==> src/rtl/cpu_pkg.sv <==
// Shared constants and types for the Antares pipeline front end.
package cpu_pkg;
    localparam int          INSTR_W          = 32;
    localparam logic [31:0] NOP_INSTR        = 32'h0000_0000;
    localparam logic [31:0] RESET_PC_DEFAULT = 32'h0000_0000;

    typedef enum logic [1:0] {
        FETCH = 2'd0,
        DROP  = 2'd1,
        HOLD  = 2'd2
    } fetch_state_e;

    function automatic logic [31:0] word_align(input logic [31:0] addr);
        return addr & ~32'd3;
    endfunction
endpackage

==> src/rtl/fetch_stage_if.sv <==
// Instruction-memory request/response bus between the fetch stage and imem.
interface fetch_stage_if;
    import cpu_pkg::*;

    logic               req;
    logic [31:0]        addr;
    logic               ready;
    logic [INSTR_W-1:0] rdata;

    modport master (output req, output addr, input ready, input rdata);
    modport slave  (input req, input addr, output ready, output rdata);
endinterface

==> src/rtl/if_id_reg.sv <==
// IF/ID pipeline register: bubble beats hold, hold beats load; an idle cycle yields a bubble.
module if_id_reg
    import cpu_pkg::*;
#(
    parameter logic [INSTR_W-1:0] NOP = NOP_INSTR
) (
    input  logic               clk,
    input  logic               reset,
    input  logic               bubble_i,
    input  logic               hold_i,
    input  logic               load_i,
    input  logic [INSTR_W-1:0] instr_i,
    input  logic [31:0]        pc_i,
    output logic [INSTR_W-1:0] instr_o,
    output logic [31:0]        pc_o,
    output logic [31:0]        pc_plus4_o,
    output logic               valid_o
);
    logic [INSTR_W-1:0] instr_q;
    logic [31:0]        pc_q;
    logic [31:0]        pc_plus4_q;
    logic               valid_q;

    always_ff @(posedge clk) begin
        // Nothing to hand over and no stall means decode must not see the old word again.
        if (reset || bubble_i || (!hold_i && !load_i)) begin
            instr_q    <= NOP;
            pc_q       <= '0;
            pc_plus4_q <= '0;
            valid_q    <= 1'b0;
        end else if (!hold_i) begin
            instr_q    <= instr_i;
            pc_q       <= pc_i;
            pc_plus4_q <= pc_i + 32'd4;
            valid_q    <= 1'b1;
        end
    end

    assign instr_o    = instr_q;
    assign pc_o       = pc_q;
    assign pc_plus4_o = pc_plus4_q;
    assign valid_o    = valid_q;
endmodule

==> src/rtl/fetch_stage.sv <==
// Instruction fetch: PC register, imem request FSM and hand-off into the IF/ID register.
module fetch_stage
    import cpu_pkg::*;
#(
    parameter logic [31:0]        RESET_PC = RESET_PC_DEFAULT,
    parameter logic [INSTR_W-1:0] NOP      = NOP_INSTR
) (
    input  logic               Clock,
    input  logic               reset,
    fetch_stage_if.master      imem,
    input  logic               stall,
    input  logic               flush,
    input  logic               redirect,
    input  logic [31:0]        redirect_pc,
    output logic [INSTR_W-1:0] instruction_1,
    output logic [31:0]        pc_1,
    output logic [31:0]        pcPlus4_1,
    output logic               valid_1
);
    fetch_state_e       state_q, state_d;
    logic [31:0]        pc_q, pc_d;
    logic [31:0]        target_q, target_d;
    logic [INSTR_W-1:0] buf_q, buf_d;
    logic [INSTR_W-1:0] load_instr;
    logic               load_ifid;
    logic [31:0]        redirect_tgt;

    assign redirect_tgt = word_align(redirect_pc);
    assign imem.req     = !reset && (state_q != HOLD);
    assign imem.addr    = pc_q;

    always_comb begin
        state_d    = state_q;
        pc_d       = pc_q;
        target_d   = target_q;
        buf_d      = buf_q;
        load_instr = imem.rdata;
        load_ifid  = 1'b0;
        unique case (state_q)
            FETCH: begin
                if (redirect) begin
                    // An outstanding request cannot be withdrawn, so its answer is dropped later.
                    if (imem.ready) begin
                        pc_d = redirect_tgt;
                    end else begin
                        target_d = redirect_tgt;
                        state_d  = DROP;
                    end
                end else if (imem.ready) begin
                    if (stall) begin
                        buf_d   = imem.rdata;
                        state_d = HOLD;
                    end else begin
                        load_ifid = 1'b1;
                        pc_d      = pc_q + 32'd4;
                    end
                end
            end
            DROP: begin
                if (redirect) begin
                    target_d = redirect_tgt;
                end
                if (imem.ready) begin
                    pc_d    = redirect ? redirect_tgt : target_q;
                    state_d = FETCH;
                end
            end
            HOLD: begin
                if (redirect) begin
                    pc_d    = redirect_tgt;
                    state_d = FETCH;
                end else if (!stall) begin
                    load_ifid  = 1'b1;
                    load_instr = buf_q;
                    pc_d       = pc_q + 32'd4;
                    state_d    = FETCH;
                end
            end
            default: state_d = FETCH;
        endcase
    end

    always_ff @(posedge Clock) begin
        if (reset) begin
            state_q <= FETCH;
            pc_q    <= RESET_PC;
        end else begin
            state_q <= state_d;
            pc_q    <= pc_d;
        end
        target_q <= target_d;
        buf_q    <= buf_d;
    end

    if_id_reg #(.NOP(NOP)) u_if_id (
        .clk        (Clock),
        .reset      (reset),
        .bubble_i   (redirect || flush),
        .hold_i     (stall),
        .load_i     (load_ifid),
        .instr_i    (load_instr),
        .pc_i       (pc_q),
        .instr_o    (instruction_1),
        .pc_o       (pc_1),
        .pc_plus4_o (pcPlus4_1),
        .valid_o    (valid_1)
    );
endmodule

==> src/flat_wrapper.sv <==
// flat-port wrapper written by rule: the top's interface ports become plain ports
module fetch_stage_flat import cpu_pkg::*;
#(
    parameter logic [31:0]        RESET_PC = RESET_PC_DEFAULT,
    parameter logic [INSTR_W-1:0] NOP      = NOP_INSTR
)
  (Clock, reset, stall, flush, redirect, redirect_pc, instruction_1, pc_1, pcPlus4_1, valid_1, imem_req, imem_addr, imem_ready, imem_rdata);
  fetch_stage_if imem_i ();
  input  logic Clock;
  input  logic reset;
  input  logic stall;
  input  logic flush;
  input  logic redirect;
  input  logic [31:0] redirect_pc;
  output logic [INSTR_W-1:0] instruction_1;
  output logic [31:0] pc_1;
  output logic [31:0] pcPlus4_1;
  output logic valid_1;
  output wire logic [$bits(imem_i.req)-1:0] imem_req;
  output wire logic [$bits(imem_i.addr)-1:0] imem_addr;
  input wire logic [$bits(imem_i.ready)-1:0] imem_ready;
  input wire logic [$bits(imem_i.rdata)-1:0] imem_rdata;
  assign imem_req = imem_i.req;
  assign imem_addr = imem_i.addr;
  assign imem_i.ready = imem_ready;
  assign imem_i.rdata = imem_rdata;
  fetch_stage #(.RESET_PC(RESET_PC), .NOP(NOP)) u_core (.Clock(Clock), .reset(reset), .imem(imem_i), .stall(stall), .flush(flush), .redirect(redirect), .redirect_pc(redirect_pc), .instruction_1(instruction_1), .pc_1(pc_1), .pcPlus4_1(pcPlus4_1), .valid_1(valid_1));
endmodule
==> config.mk <==
export PLATFORM = sky130hd
export DESIGN_NAME = fetch_stage_flat
export DESIGN_NICKNAME = d
export VERILOG_FILES = /design/src/rtl/cpu_pkg.sv /design/src/rtl/fetch_stage_if.sv /design/src/rtl/if_id_reg.sv /design/src/rtl/fetch_stage.sv /design/src/flat_wrapper.sv
export SDC_FILE = /design/constraint.sdc
export NUM_CORES = 1
export LEC_CHECK = 0
export ABC_AREA = 1
export BUFFER_PORTS_ARGS = -buffer_cell sky130_fd_sc_hd__buf_2
export CELL_PAD_IN_SITES_DETAIL_PLACEMENT = 0
export CELL_PAD_IN_SITES_GLOBAL_PLACEMENT = 1
export CORE_AREA = 2 2 120 209
export CTS_CLUSTER_SIZE = 30
export DETAILED_ROUTE_END_ITERATION = 10
export DIE_AREA = 0 0 122 211
export GPL_TIMING_DRIVEN = 0
export PLACE_DENSITY_LB_ADDON = 0.2
export SLEW_MARGIN = 25
export SYNTH_ARGS = -nofsm -noshare
export SYNTH_HDL_FRONTEND = slang
export SYNTH_HIERARCHICAL = 1
export SYNTH_SLANG_ARGS = --single-unit
==> constraint.sdc <==
create_clock -name Clock -period 9.4 [get_ports Clock]
set_clock_uncertainty 0.1 [all_clocks]
set_input_delay 0.47 -clock Clock [delete_from_list [all_inputs] [get_ports Clock]]
set_output_delay 0.47 -clock Clock [all_outputs]
set_load 0.005 [all_outputs]
Word-level counts from Yosys, hierarchy flattened

Cells that the tools add are included.

$add $sub $neg: 1
Bitwise operators: 1
Mux-type cells: 26
Divide/modulo/power cells: 0
Magnitude comparators: 0
Multiply operators: 0
Shifts and indexed selects: 0
Equal/unequal tests: 11
Reduce and logical (&&, ||, !) cells: 15

Operator list:

| cell                    | count |
|---|---|
| $mux W32                | 11 |
| $pmux W32 S3            | 1 |
| $pmux W32 S2            | 1 |
| $add A32 B3 Y32 const B | 1 |
| $mux W2                 | 7 |
| $ne A3 B3 Y1 const B    | 4 |
| $ne A2 B2 Y1 const B    | 5 |
| $pmux W2 S3             | 1 |
| $reduce_and A3 Y1       | 2 |
| $reduce_and A5 Y1       | 1 |
| $mux W1                 | 4 |
| $reduce_and A4 Y1       | 1 |
| $logic_not A1 Y1        | 3 |
| $logic_or A1 B1 Y1      | 3 |
| $reduce_bool A3 Y1      | 1 |
| $eq A2 B1 Y1 const B    | 1 |
| $eq A2 B2 Y1 const B    | 1 |
| $logic_and A1 B1 Y1     | 2 |
| $logic_not A2 Y1        | 1 |
| $pmux W1 S2             | 1 |
| $reduce_bool A2 Y1      | 1 |
| $not A1 Y1              | 1 |

Bits in read-only memories: 0
Latch bits: 0
Memories kept: 0
Bits of input ports: 70
Logic and storage cells: 62
Register bits after elaboration: 195
RAM bits: 0

Depth between registers and ports, before layout

Gate-level depths: netlist of the first run.

Depth in word-level cells: 7
Gate-level depth with buffers: 12

Hierarchy

Netlist of the first run, hierarchy kept.

By module, submodules not included:

| module      | cells an instance | sequential area each (um^2) | instances | area each (um^2) |
|---|---|---|---|---|
| fetch_stage | 833               | 2602.5                      | 1         | 5816.8 |
| if_id_reg   | 620               | 1901.8                      | 1         | 4166.5 |

Least setup slack after synthesis of the first run

No wires, ideal clock.

Kind: input-to-reg
Start: input redirect
End: register u_core.u_if_id.instr_q[0], in the netlist u_core/u_if_id/instr_o[0]
Data required time: 9.230 ns
Buffers on the path: 4
Slack: 4.464 ns
Arrival: 4.767 ns
Cell stages on the path: 9
Cell sequence: clkbuf_1 clkbuf_1 nor4_1 nor2_1 nor2_1 o21ai_1 buf_2 buf_2 a21oi_1

Word-level cells in the longest chain between the ends: 5

RTL lines:

| element                           | RTL line                             | text |
|---|---|---|
| start, declared                   | flat_wrapper.sv:13                   | `input logic redirect;` |
| $mux W1, on equally long branches | fetch_stage.sv:69, fetch_stage.sv:41 |  |
| $pmux W1 S2 *                     | fetch_stage.sv:39                    | `unique case (state_q)` |
| net u_core.load_ifid              | fetch_stage.sv:25                    | `logic load_ifid;` |
| $logic_not A1 Y1 *                | if_id_reg.sv:26                      | `if (reset \|\| bubble_i \|\| (!hold_i && !load_i)) begin` |
| $logic_and A1 B1 Y1 *             | if_id_reg.sv:26                      |  |
| $logic_or A1 B1 Y1 *              | if_id_reg.sv:26                      |  |
| end signal, assigned              | if_id_reg.sv:32                      | `instr_q <= instr_i;` |
| end, declared                     | if_id_reg.sv:19                      | `logic [INSTR_W-1:0] instr_q;` |

Mark *: on every way through the listed nets, which the timed path passes. The rest lies on a longest branch.
A chain may end at the register's enable or synchronous reset.

Worst setup path in the final report of the first run

Start: register u_core.state_q[1]
End: register u_core.u_if_id.instr_q[0], in the netlist u_core/u_if_id/instr_o[0]

RTL lines:

| element                  | RTL line          | text |
|---|---|---|
| start, declared          | fetch_stage.sv:20 | `fetch_state_e state_q, state_d;` |
| start signal, assigned   | fetch_stage.sv:88 | `state_q <= state_d;` |
| $eq A2 B2 Y1             | fetch_stage.sv:39 |  |
| $mux W32                 | fetch_stage.sv:39 |  |
| net u_core.load_instr[0] | fetch_stage.sv:24 | `logic [INSTR_W-1:0] load_instr;` |

The timed path passes the listed nets, and every way through them passes these cells.

==> out/metrics.csv, run 1 <==
metric,value,unit
outcome,finished clean,
WL final,32.6,mm
Yosys top cell by area,dfxtp_1,
Syn Inst Count,1453,
Area growth syn-to-layout,20.2,%
WL met2,17.7,mm
synth warn,6,
top-count cell post-synth,nand2_1,
Crit. End Element,flop,
Core Area,0.0239,mm2
mux contribution to synthesized area,0,
Synth Flop Type,dfxtp_1,
placed inst area,0.0114,mm2
wire per inst,16.3,um
achievable frequency,389,MHz
Fillers,2517,
worst skew pair latency,0.45,ns
fin area,0.0120,mm2
Crit Path Category,reg -> reg,
Synth Area in Compound Gates,0.144,
GPL Wtd Cong,0.905,
metal1 wirelength,12.5,mm
postcts setup bufs,0,
H-tree depth,4,
initial antenna violation count,0,
"CTS clk-pin slew, worst paths",0.08,ns
syn avg cell area,6.87,um2
Die H,211,um
Post-DRT Antenna Nets,0,
vias in the first global route,9432,
Clock Path Buffers,2,
Cell Pwr Density,163,mW/mm2
CTS Sinks,193,
XOR/XNOR share of the synthesized area,0.0149,
CP Max Fanout,10,
met3 routed WL,1.21,mm
starting DRC count in detailed routing,666,
"Seq/Total Area, Yosys",0.451,
worst vdd rail ir drop,0.000106,V
main combinational cell family by area after synthesis,simple AND/OR/NAND/NOR gates,
final core utilization,0.502,
layout cell share with drive strength beyond 1,0.169,
Critical Path Max Stage Delay,0.55,ns
Syn Nets,1525,
Top Layer Used,met4,
CP required,9.63,ns
ant diodes,0,
post-CTS resize count,0,
Ports,200,
Final Hold Vio Count,0,
FF/Latch Area,0.00450,mm2
reg2reg setup slack,6.83,ns
Netlist cell types,39,
Slew Limit Headroom,0.496,
#FFs+latches synth,193,
final setup fails,0,
top-area cell type share of the netlist area,0.259,
Critical Path Slowest Stage Cell,dfxtp_1,
Root Driver,clkbuf_16,
post-DP HPWL,25.2,mm
first-pass GRT wire length,50.2,mm
CTS Buf Count,17,
mapped cell area,0.00998,mm2
Overall Global Routing Usage,0.254,
largest net degree at the start of global routing,17,
slew at the pin closest to its max-slew limit,0.756,ns
worst path cell trace,"nand2_1, nor2_1, buf_2, buf_1, o21ai_0, nand2_1, a21oi_1",
1st-pass router iterations,5,
Vias,9960,
Commonest cells post-synth,"nand2_1, nor2_1, o21ai_0",
CTS tree,yes,
crit share post-route,0.273,
area taken by multi-input logic gates,0.00474,mm2
Pins Over Slew Limit,0,
Initial Util,0.417,
Setup TNS Final,0,ns
DR vias/cell,4.99,
Die Area,0.0257,mm2
Synth area leaders,"dfxtp_1, nand2_1, edfxtp_1",
final critical-path required period,2.57,ns
Synth Area in Adders,0.00251,
Post-Synth Simple-Gate Area,0.311,
Post-CTS Hold Fix Bufs,0,
WP data arrival,2.80,ns
Worst setup SP type,flop,
DRC viols,0,
Max Cap Violations,0,
die width,122,um
unrepaired setup endpoints after global routing,no,
"EDFF count, synth",64,
row count,75,
min-delay worst type,in -> reg,
# nets final,1748,
LEAKAGE,5.39,nW
IO buf count,196,
gr ovfl total,0,
CP dominant cell by count,nand2_1,
async set-reset flop share out of synthesis,0,
==> state kept, by name, indices dropped and copies added (netlist names) <==
| signal | cells |
|---|---|
| u_core/state_q | 2 |
| u_core/u_if_id/valid_o | 1 |
| u_core/imem.addr | 32 |
| u_core/buf_q | 32 |
| u_core/u_if_id/pc_plus4_o | 30 |
| u_core/target_q | 32 |
| u_core/u_if_id/instr_o | 32 |
| u_core/u_if_id/pc_o | 32 |
==> critical path, delay by kind of cell, from the launching register on <==
kind,cells,cell delay [ns]
buf+inv,2,0.74
flops,1,0.55
simple gates,3,0.63
compound gates,2,0.43
==> path summary, 6_finish.rpt <==
kind         depth (start not counted)                    endpoint                       start
min                                  3         u_core/target_q[14]             redirect_pc[14]
min reg2reg                          2  u_core/u_if_id/instr_o[15]  u_core/u_if_id/instr_o[15]
max                                  7   u_core/u_if_id/instr_o[0]           u_core/state_q[1]
max reg2reg                          7   u_core/u_if_id/instr_o[0]           u_core/state_q[1]
==> stage by stage <==
step	power (mW)	cells	hold WS (ns)	setup WS (ns)
floorplan	1.12	1453	0.361	4.46
global placement	1.24	1957	0.349	2.31
detailed placement	1.24	1965	0.354	6.35
CTS	1.98	1997	0.166	6.75
global route	2.05	1997	0.185	6.60
finish	1.96	1997	0.199	6.83
==> layout by cell type, fill, tap and decap left out, types with 6 or more instances in the layout <==
master,instances
xor2_1,11
inv_1,104
edfxtp_1,64
a21oi_1,101
clkbuf_16,17
dfxtp_1,129
nand3_1,46
nor2_1,158
xnor2_1,6
o21ai_0,143
buf_6,6
clkbuf_1,41
nand2_1,553
nor2_4,6
buf_2,226
==> cell type report <==
class,count,area share
Buffer,74,0.0297
Clock inverter,12,0.0117
Multi-Input combinational cell,1078,0.395
Clock buffer,20,0.0364
Tap cell,308,0.0321
Inverter,108,0.0338
Sequential cell,193,0.375
Timing Repair Buffer,204,0.0863
==> metal layers <==
layer | global-route usage | vias to the layer above
li1 | - | 5116
met1 | 0.275 | 4534
met2 | 0.481 | 254
met3 | 0.0381 | 56
met4 | 0.108 | 0
met5 | 0 | -
==> kinds of logic after synthesis <==
family / after synthesis
xor+xnor: 17
simple gates: 785
buf+inv: 182
fa+ha+maj: 2
flops: 193
compound gates: 274
==> report_power, final <==
| group | switching [mW] | internal [mW] | total, mW |
|---|---|---|---|
| sequential | 0.0621 | 0.904 | 0.966 |
| combinational | 0.161 | 0.0947 | 0.255 |
| clock | 0.319 | 0.415 | 0.734 |
No activity file was read; power rests on OpenSTA's default activity.
==> run 2, diff against run 1 <==
Settings changed: CORE_AREA 2 2 120 209 to 2 2 124 217, DIE_AREA 0 0 122 211 to 0 0 126 219.
Clock period 9.4 ns to 2.38 ns, I/O delays scaled along.
==> run 2 against run 1 <==
- non-clock buffer count increased by 62
- fmax increased by 12%
- sequential share of layout area decreased by 2.1 points
- flip-flop and latch count unchanged
- routed wire length increased by 3.9%
- critical endpoint is now u_core/target_q[26]
- largest power group unchanged
- highest routed layer unchanged
==> out/metrics.csv, run 2 (synthesized netlist as in run 1, its figures left out) <==
metric,value,unit
# nets final,1810,
Die H,219,um
min-delay worst type,in -> reg,
H-tree depth,4,
CP startpoint,u_core/state_q[0],
achievable frequency,437,MHz
1st-pass router iterations,5,
post-route insts no fill,2071,
fin area,0.0127,mm2
Overall Global Routing Usage,0.244,
final critical-path required period,2.29,ns
layout cell share with drive strength beyond 1,0.175,
DR vias/cell,4.88,
Worst R2R Path Depth,8,
Slew Limit Headroom,0.480,
Placed Cells,1974,
die width,126,um
wire per inst,16.3,um
ant diodes,0,
crit share post-route,0.963,
Area growth syn-to-layout,27.4,%
R2R Path Start,u_core/state_q[0],
GPL Wtd Cong,0.878,
CTS Sinks,193,
vias in the first global route,9868,
Ports,200,
power share of the sequential group,0.500,
Crit Path Category,reg -> reg,
Int Power,5.50,mW
"CTS clk-pin slew, worst paths",0.07,ns
DRC viols,0,
"Largest delay share family, worst path",buffers and inverters,
CTS Buf Count,17,
Hold EP,u_core/buf_q[0],
Root Driver,clkbuf_16,
clock network fraction of design power,0.355,
switching power total,2.15,mW
LEAKAGE,5.66,nW
IO buf count,196,
Worst setup SP type,flop,
placed inst area,0.0115,mm2
starting DRC count in detailed routing,482,
Critical Path Max Stage Delay,0.45,ns
Hold Crit Start,imem_rdata[0],
Clock Path Buffers,2,
worst vdd rail ir drop,0.000467,V
largest net degree at the start of global routing,17,
post-DP HPWL,25.8,mm
row count,78,
final setup fails,0,
Pins Over Slew Limit,0,
CTS tree,yes,
first-pass GRT wire length,52.6,mm
WP data arrival,2.35,ns
final hold slack,0.0313,ns
gr ovfl total,0,
hold path depth,3,
worst skew pair latency,0.45,ns
Final Power,7.65,mW
Die Area,0.0276,mm2
switching fraction of total power,0.281,
Final Hold Vio Count,0,
Crit path buffers/inverters,6,
CP required,2.44,ns
Initial Util,0.387,
Cell Pwr Density,601,mW/mm2
WL final,33.8,mm
reg-to-reg endpoint,u_core/target_q[26],
Crit. End Element,flop,
CP Max Fanout,14,
"leading cell type in the layout, fill and taps excluded",nand2_1,
Max Cap Violations,0,
Core Area,0.0258,mm2
Post-DRT Antenna Nets,0,
worst path cell trace,"inv_2, nor2_4, inv_2, buf_2, buf_2, o31ai_4, buf_6, buf_6",
Vias,10100,
slew at the pin closest to its max-slew limit,0.772,ns
reg2reg setup slack,0.09,ns
most frequent cells in the layout,"nand2_1, buf_2, nor2_1",
unrepaired setup endpoints after global routing,no,
initial antenna violation count,0,
Setup TNS Final,0,ns
outcome,finished clean,
Comb pwr share,0.145,
Critical Path Slowest Stage Cell,dfxtp_1,
-- run 2: how the worst max path moves through the flow --
stage               depth (start not counted)                        end  slack, ns
floorplan                                   7     u_core/u_if_id/pc_o[0]      -0.07
global placement                            9    u_core/u_if_id/pc_o[15]      -1.08
detailed placement                          8  u_core/u_if_id/instr_o[0]      -0.14
CTS                                        11       u_core/imem.addr[30]       0.07
global route                                8        u_core/target_q[25]       0.02
finish                                      8        u_core/target_q[26]       0.09
-- run 2: repair_timing --
item                       CTS  global route
setup endpoints to repair   20            12
gates resized for setup      4             6
buffers inserted             1             0
hold buffers                64             0
hold endpoints to repair   125             0
cloned                       0             0
pin swaps                    1             0
-- run 2: per-stage QoR --
step,utilization,worst slack [ns]
floorplan,-,-0.0742
global placement,0.445,-1.08
detailed placement,0.447,-0.139
CTS,0.493,0.0705
global route,0.494,0.0190
finish,0.494,0.0891
-- run 2: area by class of cell --
| class | count | area [um2] |
|---|---|---|
| Buffer | 74 | 383 |
| Inverter | 108 | 405 |
| Clock buffer | 28 | 518 |
| Fill cell | 2712 | 13000 |
| Timing Repair Buffer | 266 | 1670 |
| Tap cell | 320 | 400 |
| Multi-Input combinational cell | 1078 | 4800 |
| Clock inverter | 4 | 25.0 |
| Sequential cell | 193 | 4510 |
-- run 2: worst register-to-register path: stages (launching register included) --
cell	delay, ns
dfxtp_1	0.45
inv_2	0.11
nor2_4	0.14
inv_2	0.09
buf_2	0.19
buf_2	0.24
o31ai_4	0.22
buf_6	0.25
buf_6	0.19
-- run 2: power groups by stage --
stage / combinational, mW / clock, mW / sequential [mW]
final: 1.11 / 2.72 / 3.82
after CTS: 1.11 / 2.81 / 3.82
after floorplan: 0.637 / 0 / 3.80
after detailed placement: 1.02 / 0 / 3.90
after global routing: 1.25 / 2.90 / 3.85
after global placement: 0.998 / 0 / 3.90
-- run 2: routing by layer --
layer | GRT usage | wire length [um]
met2 | 0.468 | 18300
met1 | 0.262 | 13300
met5 | 0 | 0
met4 | 0.106 | 1170
met3 | 0.0351 | 1160
